File: src/rtl/ctrl_decode_stage.sv
// ctrl_decode_stage: registered 1-cycle instruction decode with RUN/STALL/HALT FSM; define CTRL_ILLEGAL_TRAP_EN to halt on illegal encodings
module ctrl_decode_stage #(
  parameter int INSTR_W   = 16,
  parameter int STALL_MAX = 15
) (
  input  logic               CLOCK,
  input  logic               in_rst_n,
  input  logic [INSTR_W-1:0] in_buf,
  input  logic               in_valid,
  input  logic               in_hz,
  input  logic               in_flush,
  output logic [1:0]         out_reg_write,
  output logic               out_pc_src,
  output logic               out_and,
  output logic [INSTR_W-1:0] out_ex,
  output logic               out_valid,
  output logic               out_halt,
  output logic               out_illegal,
  output logic               out_stall_to
);
  typedef enum logic [1:0] {RUN = 2'd0, STALL = 2'd1, HALT = 2'd2} state_t;
  localparam logic [7:0] SMAX = 8'(STALL_MAX);
  state_t state_q, state_d;
  logic [1:0] reg_write_q, reg_write_d;
  logic pc_src_q, pc_src_d, and_q, and_d, valid_q, valid_d;
  logic illegal_q, illegal_d, stall_to_q, stall_to_d;
  logic [INSTR_W-1:0] ex_q, ex_d;
  logic [7:0] cnt_q, cnt_d;
  logic [3:0] op, fn;
  logic is_alu, is_ld, is_st, is_br, is_jmp, is_hlt, legal;
  logic live, hold, dec, dec_ok, trap;
  assign op = in_buf[INSTR_W-1 -: 4];
  assign fn = in_buf[3:0];
  assign is_alu = op == 4'h0 && (fn <= 4'd5 || (fn >= 4'd8 && fn <= 4'd11));
  assign is_ld  = op == 4'hC;
  assign is_st  = op == 4'h8;
  assign is_br  = (op == 4'h4 || op == 4'h5 || op == 4'h6) && fn == 4'h0;
  assign is_jmp = op == 4'hB && fn == 4'h0;
  assign is_hlt = op == 4'hF && fn == 4'h0;
  assign legal  = is_alu | is_ld | is_st | is_br | is_jmp | is_hlt;
  // flush beats hazard beats decode; HALT ignores every request
  assign live   = state_q != HALT;
  assign hold   = live & ~in_flush & in_hz;
  assign dec    = live & ~in_flush & ~in_hz & in_valid;
  assign dec_ok = dec & legal;
`ifdef CTRL_ILLEGAL_TRAP_EN
  assign trap = dec & ~legal;
`else
  assign trap = 1'b0;
`endif
  // state register
  always_ff @(posedge CLOCK or negedge in_rst_n)
    if (!in_rst_n) state_q <= RUN;
    else state_q <= state_d;
  // next-state logic
  always_comb begin
    state_d = !live ? HALT :
              in_flush ? RUN :
              in_hz ? STALL :
              (dec_ok & is_hlt) | trap ? HALT : RUN;
  end
  // decoded outputs; a hazard freezes everything except the illegal pulse
  always_comb begin
    reg_write_d = hold ? reg_write_q : !dec_ok ? 2'b10 : is_alu ? 2'b00 : is_ld ? 2'b01 : is_br ? 2'b11 : 2'b10;
    pc_src_d    = hold ? pc_src_q : dec_ok & (is_br | is_jmp);
    and_d       = hold ? and_q : dec_ok & (is_br | is_jmp);
    ex_d        = hold ? ex_q : dec_ok & (is_alu | is_ld | is_st | is_br) ? in_buf : '0;
    valid_d     = hold ? valid_q : dec_ok;
    illegal_d   = dec & ~legal;
    cnt_d       = (state_q == STALL && hold) ? (cnt_q == SMAX ? cnt_q : cnt_q + 8'd1) : 8'd0;
    stall_to_d  = stall_to_q | (cnt_d == SMAX);
  end
  // output and counter registers
  always_ff @(posedge CLOCK or negedge in_rst_n)
    if (!in_rst_n) begin
      reg_write_q <= 2'b10;
      pc_src_q    <= 1'b0;
      and_q       <= 1'b0;
      ex_q        <= '0;
      valid_q     <= 1'b0;
      illegal_q   <= 1'b0;
      stall_to_q  <= 1'b0;
      cnt_q       <= 8'd0;
    end else begin
      reg_write_q <= reg_write_d;
      pc_src_q    <= pc_src_d;
      and_q       <= and_d;
      ex_q        <= ex_d;
      valid_q     <= valid_d;
      illegal_q   <= illegal_d;
      stall_to_q  <= stall_to_d;
      cnt_q       <= cnt_d;
    end
  assign out_reg_write = reg_write_q;
  assign out_pc_src    = pc_src_q;
  assign out_and       = and_q;
  assign out_ex        = ex_q;
  assign out_valid     = valid_q;
  assign out_halt      = state_q == HALT;
  assign out_illegal   = illegal_q;
  assign out_stall_to  = stall_to_q;
endmodule

File: config.mk
export PLATFORM = sky130hd
export DESIGN_NAME = ctrl_decode_stage
export DESIGN_NICKNAME = d
export VERILOG_FILES = /design/src/rtl/ctrl_decode_stage.sv
export SDC_FILE = /design/constraint.sdc
export NUM_CORES = 1
export LEC_CHECK = 0
export BUFFER_PORTS_ARGS = -buffer_cell sky130_fd_sc_hd__buf_2
export CAP_MARGIN = 10
export CORE_UTILIZATION = 49
export CTS_BUF_LIST = sky130_fd_sc_hd__clkbuf_4
export CTS_CLUSTER_DIAMETER = 50
export DETAILED_ROUTE_END_ITERATION = 6
export HOLD_SLACK_MARGIN = 0.15
export PLACE_DENSITY = 0.72
export SYNTH_ARGS = -nofsm -noshare
export SYNTH_HDL_FRONTEND = slang
export SYNTH_SLANG_ARGS = --single-unit
File: constraint.sdc
create_clock -name CLOCK -period 5.2 [get_ports CLOCK]
set_input_delay 0.78 -clock CLOCK [delete_from_list [all_inputs] [get_ports CLOCK]]
set_output_delay 0.78 -clock CLOCK [all_outputs]
set_load 0.05 [all_outputs]
; After elaboration in Yosys (flattened, before gate mapping)
; Cells that the tools add are included.
[totals]
out_inout_bits = 24
regBits = 32
elab_cells = 65
[op_classes]
n_mux = 11
n_reduce_logical = 11
n_addsub = 1
order_cmp = 3
eq_ne = 12
bitwise_logic = 19
[ops]
columns = op, count
row1 = equality test 4 bit (second input constant), 4
row2 = equality test 8 x 4 -> 1 bit (second input constant), 2
row3 = 2-to-1 mux 16 bit, 1
row4 = 2-to-1 mux 8 bit, 2
row5 = 2-to-1 mux 2 bit, 7
row6 = equality test 4 x 3 -> 1 bit (second input constant), 3
row7 = AND 1 bit, 9
row8 = adder 8 x 1 -> 8 bit (second input constant), 1
row9 = zero test 4 bit, 2
row10 = OR 1 bit, 7
row11 = logical AND 1 bit, 6
row12 = >= comparator 4 bit (second input constant), 1
row13 = less-or-equal comparator 4 x 3 -> 1 bit (second input constant), 1
row14 = less-or-equal comparator 4 bit (second input constant), 1
row15 = logical OR 1 bit, 3
row16 = NOT 1 bit, 3
row17 = equality test 2 x 1 -> 1 bit (second input constant), 1
row18 = equality test 2 bit (second input constant), 1
row19 = != test 2 bit (second input constant), 1
row20 = 2-to-1 mux 1 bit, 1

; Depth between registers and ports, before layout
; Gate-level depths: netlist (run 1).
[depth]
depth_word = 15
ltp_mapped = 6

; Worst setup path after synthesis (run 1)
; Ideal clock, no wire load.
[synth_path]
path_type = register to output
from = register state_q[0]
to = output out_halt
setup_slack_ns = 3.249
arrival_ns = 1.171
stages_incl_launch_ff = 2
path_cell_list = dfrtp_1 > nor2b_1
[synth_between]
elab_chain_cells = 1
[synth_lines]
columns = item, line_no
row1 = start: declaration, 23  ; state_t state_q, state_d;
row2 = start signal: assignment, 54  ; else state_q <= state_d;
row3 = equality test 2 bit, 99  ; assign out_halt = state_q == HALT;
row4 = end: declaration, 17  ; output logic out_halt,
; Every way passes these cells.

; Worst setup path after layout (run 1)
; Same ends and word-level chain as after synthesis.

==> impl_metrics.yaml, run 1 <==
finish:
  syn_to_final_growth_pct: 18.5
  layout.nets: 223
  layout-drive-gt1-share: 0.322
  n_antenna_cell: 0
timing:
  rsz0062_at_grt: "false"
  period_needed_ns: 2.13
  setup_slack_ns: 3.07
  whs_ns: 0.472
  finalHoldViolCount: 0
  slew_violations: 0
  tightest_slew_ns: 0.753
  max_slew_margin: 0.493
  tns_ns: 0
  period_share: 0.410
  fin_worst_skew_ns: 0.00532
  setup_viol: 0
  fmax_mhz: 469
global_routing:
  grt_max_degree: 33
  grt_util_all_layers: 0.226
  antenna_found_initial: 0
  grt_pass1_wl_um: 5750
  gr-total-overflow: 0
  grt_pass1_vias: 1248
floorplanning:
  die_w_um: 59.1
  core_um2: 3080
  fp.dieH_um: 59.1
  initial_core_util: 0.520
  row_count: 20
  io_pins: 45
  die_area_um2: 3500
critical_path:
  critical_path_class: "flip-flop to primary output"
  cp-start-kind: "flip-flop"
  crit_path_end_kind: "primary output"
  required_ns: 4.42
  worstPathMaxFanout: 4
  rr_worst_depth: 5
  worstPathArrival_ns: 1.35
synthesis:
  syn_inst: 158
  ys_seq_area_frac: 0.502
  syn_nets: 180
  synth_commonest_cells: "dfrtp_1, nand2_1, nand3_1"
  synthArstFlopShare: 1.00
  synth_cell_types: 46
  synth_ff_type: "dfrtp_1"
  syn-cell-area_um2: 1600
  yosys.area.top_type: "dfrtp_1"
  ys_seq_elements: 32
  ys_top_cells_by_area: "dfrtp_1, nand3_1, nand2_1, o21ai_1, o21ai_0"
  syn_avg_cell_area_um2: 10.1
  yosysMostFrequentCell: "dfrtp_1"
  yosysWarningCount: 0
  synth_edf_count: 0
  netlist.area_leader.share: 0.485
clocking:
  cts_buffers: 5
  ctsRootBufferMaster: "clkbuf_4"
  clkLatencyLatePin_ns: 0.32
  cts_setup_buffers: 0
  cts_tree: "built"
  path_clk_slew_ns: 0.09
  cts.sinks: 32
  clock_path_buffers: 2
  ctsResizeCount: 0
  htree_levels: 2
  postCtsHoldBufs: 0
job:
  cap_violations: 0
placement:
  pre_cts_ws_ns: 2.98
  place_congestion: 0.889
  place_hpwl_um: 2440
  io_buffer_count: 44
route:
  wire_per_inst_um: 13.6
  firstDrtPassIters: 4
  drcViolationCount: 0
  vias: 1342
  routed_wl_um: 3340
  via_per_inst: 5.46
  first_iter_violations: 82
  ant_nets: 0
power_and_ir_drop:
  power_density_nw_per_um2: 236
  p_leak_nw: 0.936
  ir_worst_vdd_uv: 145
worst_hold_path:
  hold_path_depth: 2
  hp-class: "flip-flop to flip-flop"
run_status:
  status: "completed"
==> logic make-up after synthesis <==
kind of cell               after synthesis  synth area share
AOI/OAI and AO/OA                       38             0.154
xor gates and xnor gates                 5            0.0274
adders and majority gates                1           0.00782
buffers and inverters                   13            0.0462
DFF                                     32             0.502
muxes                                    3            0.0188
and+or+nand+nor                         66             0.244
==> final timing paths <==
check | from | slack (ns) | endpoint
min in group asynchronous | in_rst_n | 0.48 | cnt_q[2]
max reg2reg | cnt_q[0] | 3.42 | out_stall_to
min | out_reg_write[1] | 0.47 | out_reg_write[1]
max in group asynchronous | in_rst_n | 4.28 | cnt_q[6]
min reg2reg | out_reg_write[1] | 0.47 | out_reg_write[1]
max | state_q[0] | 3.07 | out_halt
==> layout by cell type, fill, tap and decap left out, types with 3 or more instances in the layout <==
master and count:
buf_2 44, dfrtp_1 31, nand2_1 18, nand3_1 17, o21ai_1 11, o21ai_0 10
nor2_1 8, clkbuf_4 7, xor2_1 4, mux2i_1 3
==> metrics by stage <==
step                area (um2)  utilization  power (mW)  cells
finish                    1900        0.616       0.447    246
global route              1900        0.616       0.470    246
CTS                       1880        0.612       0.450    245
detailed placement        1830        0.594       0.311    237
global placement          1830        0.594       0.309    237
floorplan                 1600            -       0.289    158
==> sequential cells by signal, summed over array words and instances, names as in the netlist <==
name / count
out_stall_to: 1
out_pc_src: 1
out_illegal: 1
out_ex: 16
out_reg_write: 2
state_q: 2
out_valid: 1
cnt_q: 8
==> power breakdown <==
group	internal (mW)	switching, mW
Combinational	0.0164	0.0361
Sequential	0.252	0.00202
Clock	0.0623	0.0782
Total	0.331	0.116
==> routing by layer <==
layer	vias to the layer above	track usage	share of wire
met5	-	0	0
met4	0	0.0884	0.013
met3	5	0.0764	0.057
met2	35	0.373	0.49
met1	648	0.273	0.44
li1	654	-	-
==> area by class of cell <==
type / instances / area (um2)
sequential: 32 / 802
inverter: 2 / 7.51
fill: 275 / 1180
clock inverter: 1 / 3.75
multi-input combinational: 113 / 728
timing repair buffer: 47 / 246
tap: 44 / 55.1
clock buffer: 7 / 52.6
==> worst max-delay path: stages, from the launching register on <==
cell and delay [ns]:
dfrtp_1 0.39, nor2b_1 0.31, buf_2 0.34
(Power assumes the default switching activity.)
==> inputs of run 2 (changes only) <==
Settings changed: CORE_UTILIZATION 49 to 48, PLACE_DENSITY 0.72 to 0.73.
Clock period 5.2 ns to 1.95 ns, I/O delays scaled along.
==> impl_metrics.yaml, run 2 (synthesis gave the netlist of run 1 again) <==
timing:
  setup_slack_ns: 0.187
  max_slew_margin: 0.547
  setup_viol: 0
  slew_violations: 0
  rsz0062_at_grt: "false"
  fin_worst_skew_ns: 0.00774
  tightest_slew_ns: 0.677
  finalHoldViolCount: 0
  period_needed_ns: 1.76
  period_share: 0.904
  fmax_mhz: 567
  tns_ns: 0
run_status:
  status: "completed"
floorplanning:
  fp.dieH_um: 59.7
  die_area_um2: 3570
  io_pins: 45
  core_um2: 3100
  row_count: 20
  die_w_um: 59.7
  initial_core_util: 0.515
placement:
  io_buffer_count: 44
  place_hpwl_um: 2310
  pre_cts_ws_ns: 0.0927
  place_congestion: 0.845
critical_path:
  rr_worst_depth: 5
  crit_path_end_kind: "flip-flop"
  worstPathArrival_ns: 2.03
  cp-start-kind: "flip-flop"
  critical_path_class: "flip-flop to flip-flop"
  worstPathMaxFanout: 8
  required_ns: 2.22
clocking:
  ctsRootBufferMaster: "clkbuf_4"
  cts_buffers: 5
  clock_path_buffers: 2
  cts_setup_buffers: 0
  postCtsHoldBufs: 1
  cts.sinks: 32
  htree_levels: 2
  ctsResizeCount: 0
  cts_tree: "built"
  path_clk_slew_ns: 0.09
  clkLatencyLatePin_ns: 0.32
global_routing:
  grt_pass1_wl_um: 5380
  grt_util_all_layers: 0.206
  antenna_found_initial: 0
  gr-total-overflow: 0
  grt_pass1_vias: 1206
  grt_max_degree: 33
route:
  via_per_inst: 5.48
  ant_nets: 0
  routed_wl_um: 3270
  drcViolationCount: 0
  first_iter_violations: 43
  wire_per_inst_um: 13.2
  firstDrtPassIters: 4
  vias: 1354
power_and_ir_drop:
  switching_share: 0.261
  pwr-share-comb: 0.120
  pwr-share-clk: 0.314
  p_leak_nw: 0.944
  ir_worst_vdd_uv: 389
  p_int_mw: 0.884
  seq_power_share: 0.566
  power_density_nw_per_um2: 625
  p_sw_mw: 0.312
  p_total_mw: 1.20
job:
  cap_violations: 0
finish:
  final_cell_mix: "buf_2, dfrtp_1, nand2_1"
  layout.nets: 224
  fillerInstances: 289
  syn_to_final_growth_pct: 19.7
  largest_register_ffs: 16
  layout-drive-gt1-share: 0.320
  final_common_cell: "buf_2"
  finish.utilization: 0.617
  n_antenna_cell: 0
worst_hold_path:
  hold_path_depth: 3
  hp-class: "primary input to flip-flop"
[run 2: cell count changes in the layout (fill, tap and decap cells not counted)]
cell / change
nor4b_2: -1
dlygate4sd3_1: +1
nor4b_4: +1
[run 2: power by group through the flow]
| stage | sequential, mW | combinational [mW] | clock, mW |
|---|---|---|---|
| after floorplan | 0.716 | 0.0555 | 0 |
| after global placement | 0.690 | 0.138 | 0 |
| after detailed placement | 0.690 | 0.140 | 0 |
| after CTS | 0.678 | 0.142 | 0.384 |
| after global routing | 0.679 | 0.158 | 0.418 |
| final | 0.677 | 0.144 | 0.376 |
[run 2: layout make-up]
| cell class | instances | area (um2) | area share |
|---|---|---|---|
| clock buffer | 7 | 52.6 | 0.0275 |
| clock inverter | 1 | 3.75 | 0.00196 |
| inverter | 2 | 7.51 | 0.00392 |
| multi-input combinational | 113 | 737 | 0.385 |
| sequential | 32 | 802 | 0.419 |
| tap | 44 | 55.1 | 0.0288 |
| timing repair buffer | 48 | 256 | 0.134 |
[run 2: critical path, stage by stage (launching register included)]
cell and delay [ns]:
dfrtp_1 0.47, ha_1 0.35, and3_4 0.24, or3_2 0.39, o21ai_0 0.08, a41o_1 0.18
[run 2: per-stage QoR]
| step | area (um2) | std cells | hold slack [ns] |
|---|---|---|---|
| finish | 1910 | 247 | 0.207 |
| global route | 1910 | 247 | 0.195 |
| CTS | 1900 | 246 | 0.201 |
| detailed placement | 1840 | 237 | 0.378 |
| global placement | 1840 | 237 | 0.367 |
| floorplan | 1600 | 158 | -0.00309 |
[run 2: final timing paths]
check	startpoint	end	slack, ns
worst max-delay path	cnt_q[0]	out_stall_to	0.19
worst min-delay path	in_buf[5]	out_ex[5]	0.21
worst max register to register	cnt_q[0]	out_stall_to	0.19
worst min register to register	out_reg_write[1]	out_reg_write[1]	0.47
max in group asynchronous	in_rst_n	cnt_q[2]	0.97
min in group asynchronous	in_rst_n	out_stall_to	0.53
[run 2: per-layer routing]
layer | global-route usage | vias up | wire, um
met5 | 0 | - | 0
met4 | 0.0897 | 0 | 40
met3 | 0.0433 | 5 | 178
met2 | 0.324 | 46 | 1550
met1 | 0.274 | 646 | 1490
li1 | - | 657 | -
==> inputs of run 3 (changes only) <==
Settings changed: CORE_ASPECT_RATIO from default to 1.4, RECOVER_POWER from default to 25.
==> impl_metrics.yaml, run 3 (synthesis gave the netlist of run 1 again) <==
timing:
  max_slew_margin: 0.477
  tightest_slew_ns: 0.785
  finalHoldViolCount: 0
  rsz0062_at_grt: "false"
  slew_violations: 0
  tns_ns: 0
  setup_viol: 0
  fmax_mhz: 604
  period_needed_ns: 1.66
  period_share: 0.849
  fin_worst_skew_ns: 0.0114
route:
  ant_nets: 0
  drcViolationCount: 0
  via_per_inst: 5.78
  routed_wl_um: 3650
  wire_per_inst_um: 15.0
  first_iter_violations: 54
  vias: 1405
  firstDrtPassIters: 4
critical_path:
  worstPathArrival_ns: 1.92
  critical_path_class: "flip-flop to flip-flop"
  r2r_setup_slack_ns: 0.29
  cp-start-kind: "flip-flop"
  worstPathMaxFanout: 6
  required_ns: 2.21
  crit_path_end_kind: "flip-flop"
power_and_ir_drop:
  p_int_mw: 0.885
  power_density_nw_per_um2: 633
  switching_share: 0.266
  p_sw_mw: 0.320
  pwr-share-comb: 0.118
  seq_power_share: 0.562
  p_leak_nw: 0.947
  ir_worst_vdd_uv: 572
  pwr-share-clk: 0.320
worst_hold_path:
  hp-class: "primary input to flip-flop"
floorplanning:
  core_um2: 3150
  die_w_um: 50.8
  row_count: 24
  initial_core_util: 0.507
  io_pins: 45
  die_area_um2: 3570
  fp.dieH_um: 70.3
finish:
  fin_area_um2: 1900
  multi_input_area_um2: 728
  layout-drive-gt1-share: 0.328
  largest_register_ffs: 16
  syn_to_final_growth_pct: 19.1
  n_antenna_cell: 0
  fillerInstances: 302
  seq_area_um2: 802
  finish.utilization: 0.604
  final_common_cell: "buf_2"
  layout.nets: 225
  final_cell_mix: "buf_2, dfrtp_1, nand2_1"
placement:
  place_congestion: 0.893
  place_hpwl_um: 2660
  io_buffer_count: 44
  dpl_cell_area_um2: 1840
clocking:
  cts.sinks: 32
  ctsRootBufferMaster: "clkbuf_4"
  cts_buffers: 5
  clkLatencyLatePin_ns: 0.33
  ctsResizeCount: 0
  htree_levels: 2
  path_clk_slew_ns: 0.10
  cts_tree: "built"
  clock_path_buffers: 2
job:
  cap_violations: 0
global_routing:
  grt_max_degree: 33
  grt_util_all_layers: 0.227
  antenna_found_initial: 0
  grt_pass1_wl_um: 6040
  grt_pass1_vias: 1370
  gr-total-overflow: 0
run_status:
  status: "completed"
## run 3: cell type report
type                            instances  area share
Tap cell                               39      0.0256
Timing Repair Buffer                   49       0.137
Inverter                                2     0.00394
Sequential cell                        32       0.421
Multi-Input combinational cell        113       0.382
Clock buffer                            7      0.0276
Clock inverter                          1     0.00263
## run 3: metrics by stage
stage               power [mW]  setup slack, ns  hold WS [ns]  instances
floorplan                0.771           0.0801      -0.00309        158
global placement         0.828            0.417         0.371        234
detailed placement       0.832            0.340         0.390        234
CTS                       1.22            0.285         0.181        243
global route              1.26            0.216         0.183        243
finish                    1.20            0.294         0.197        243
## run 3: power groups by stage
stage               logic (mW)  clock network (mW)  registers, mW
floorplan               0.0555                   0          0.716
global placement         0.138                   0          0.690
detailed placement       0.142                   0          0.690
CTS                      0.144               0.400          0.677
global route             0.154               0.424          0.679
finish                   0.142               0.385          0.677
## run 3: worst max-delay path: stages, from the launching register on
cell and delay (ns):
dfrtp_1 0.46, ha_1 0.26, and3_4 0.20, or3_2 0.41, o21ai_0 0.08, a41o_1 0.19
## run 3: what timing repair did
item | in CTS | in global routing
hold buffers | 1 | 0
setup buffers | 0 | 0
endpoints found under the hold margin | 31 | 0
## run 3: path summary, 6_finish.rpt
path | depth (start not counted) | start | endpoint
max | 5 | cnt_q[0] | out_stall_to
min | 3 | in_buf[6] | out_ex[6]
max reg2reg | 5 | cnt_q[0] | out_stall_to
min reg2reg | 2 | out_reg_write[1] | out_reg_write[1]
max in group asynchronous | 2 | in_rst_n | out_ex[12]
min in group asynchronous | 2 | in_rst_n | out_ex[15]
## run 3: metal layers
layer  part of all wire  GRT usage
met4              0.018     0.0957
met5                  0          0
met1               0.39      0.245
met2               0.55      0.410
met3              0.046     0.0523
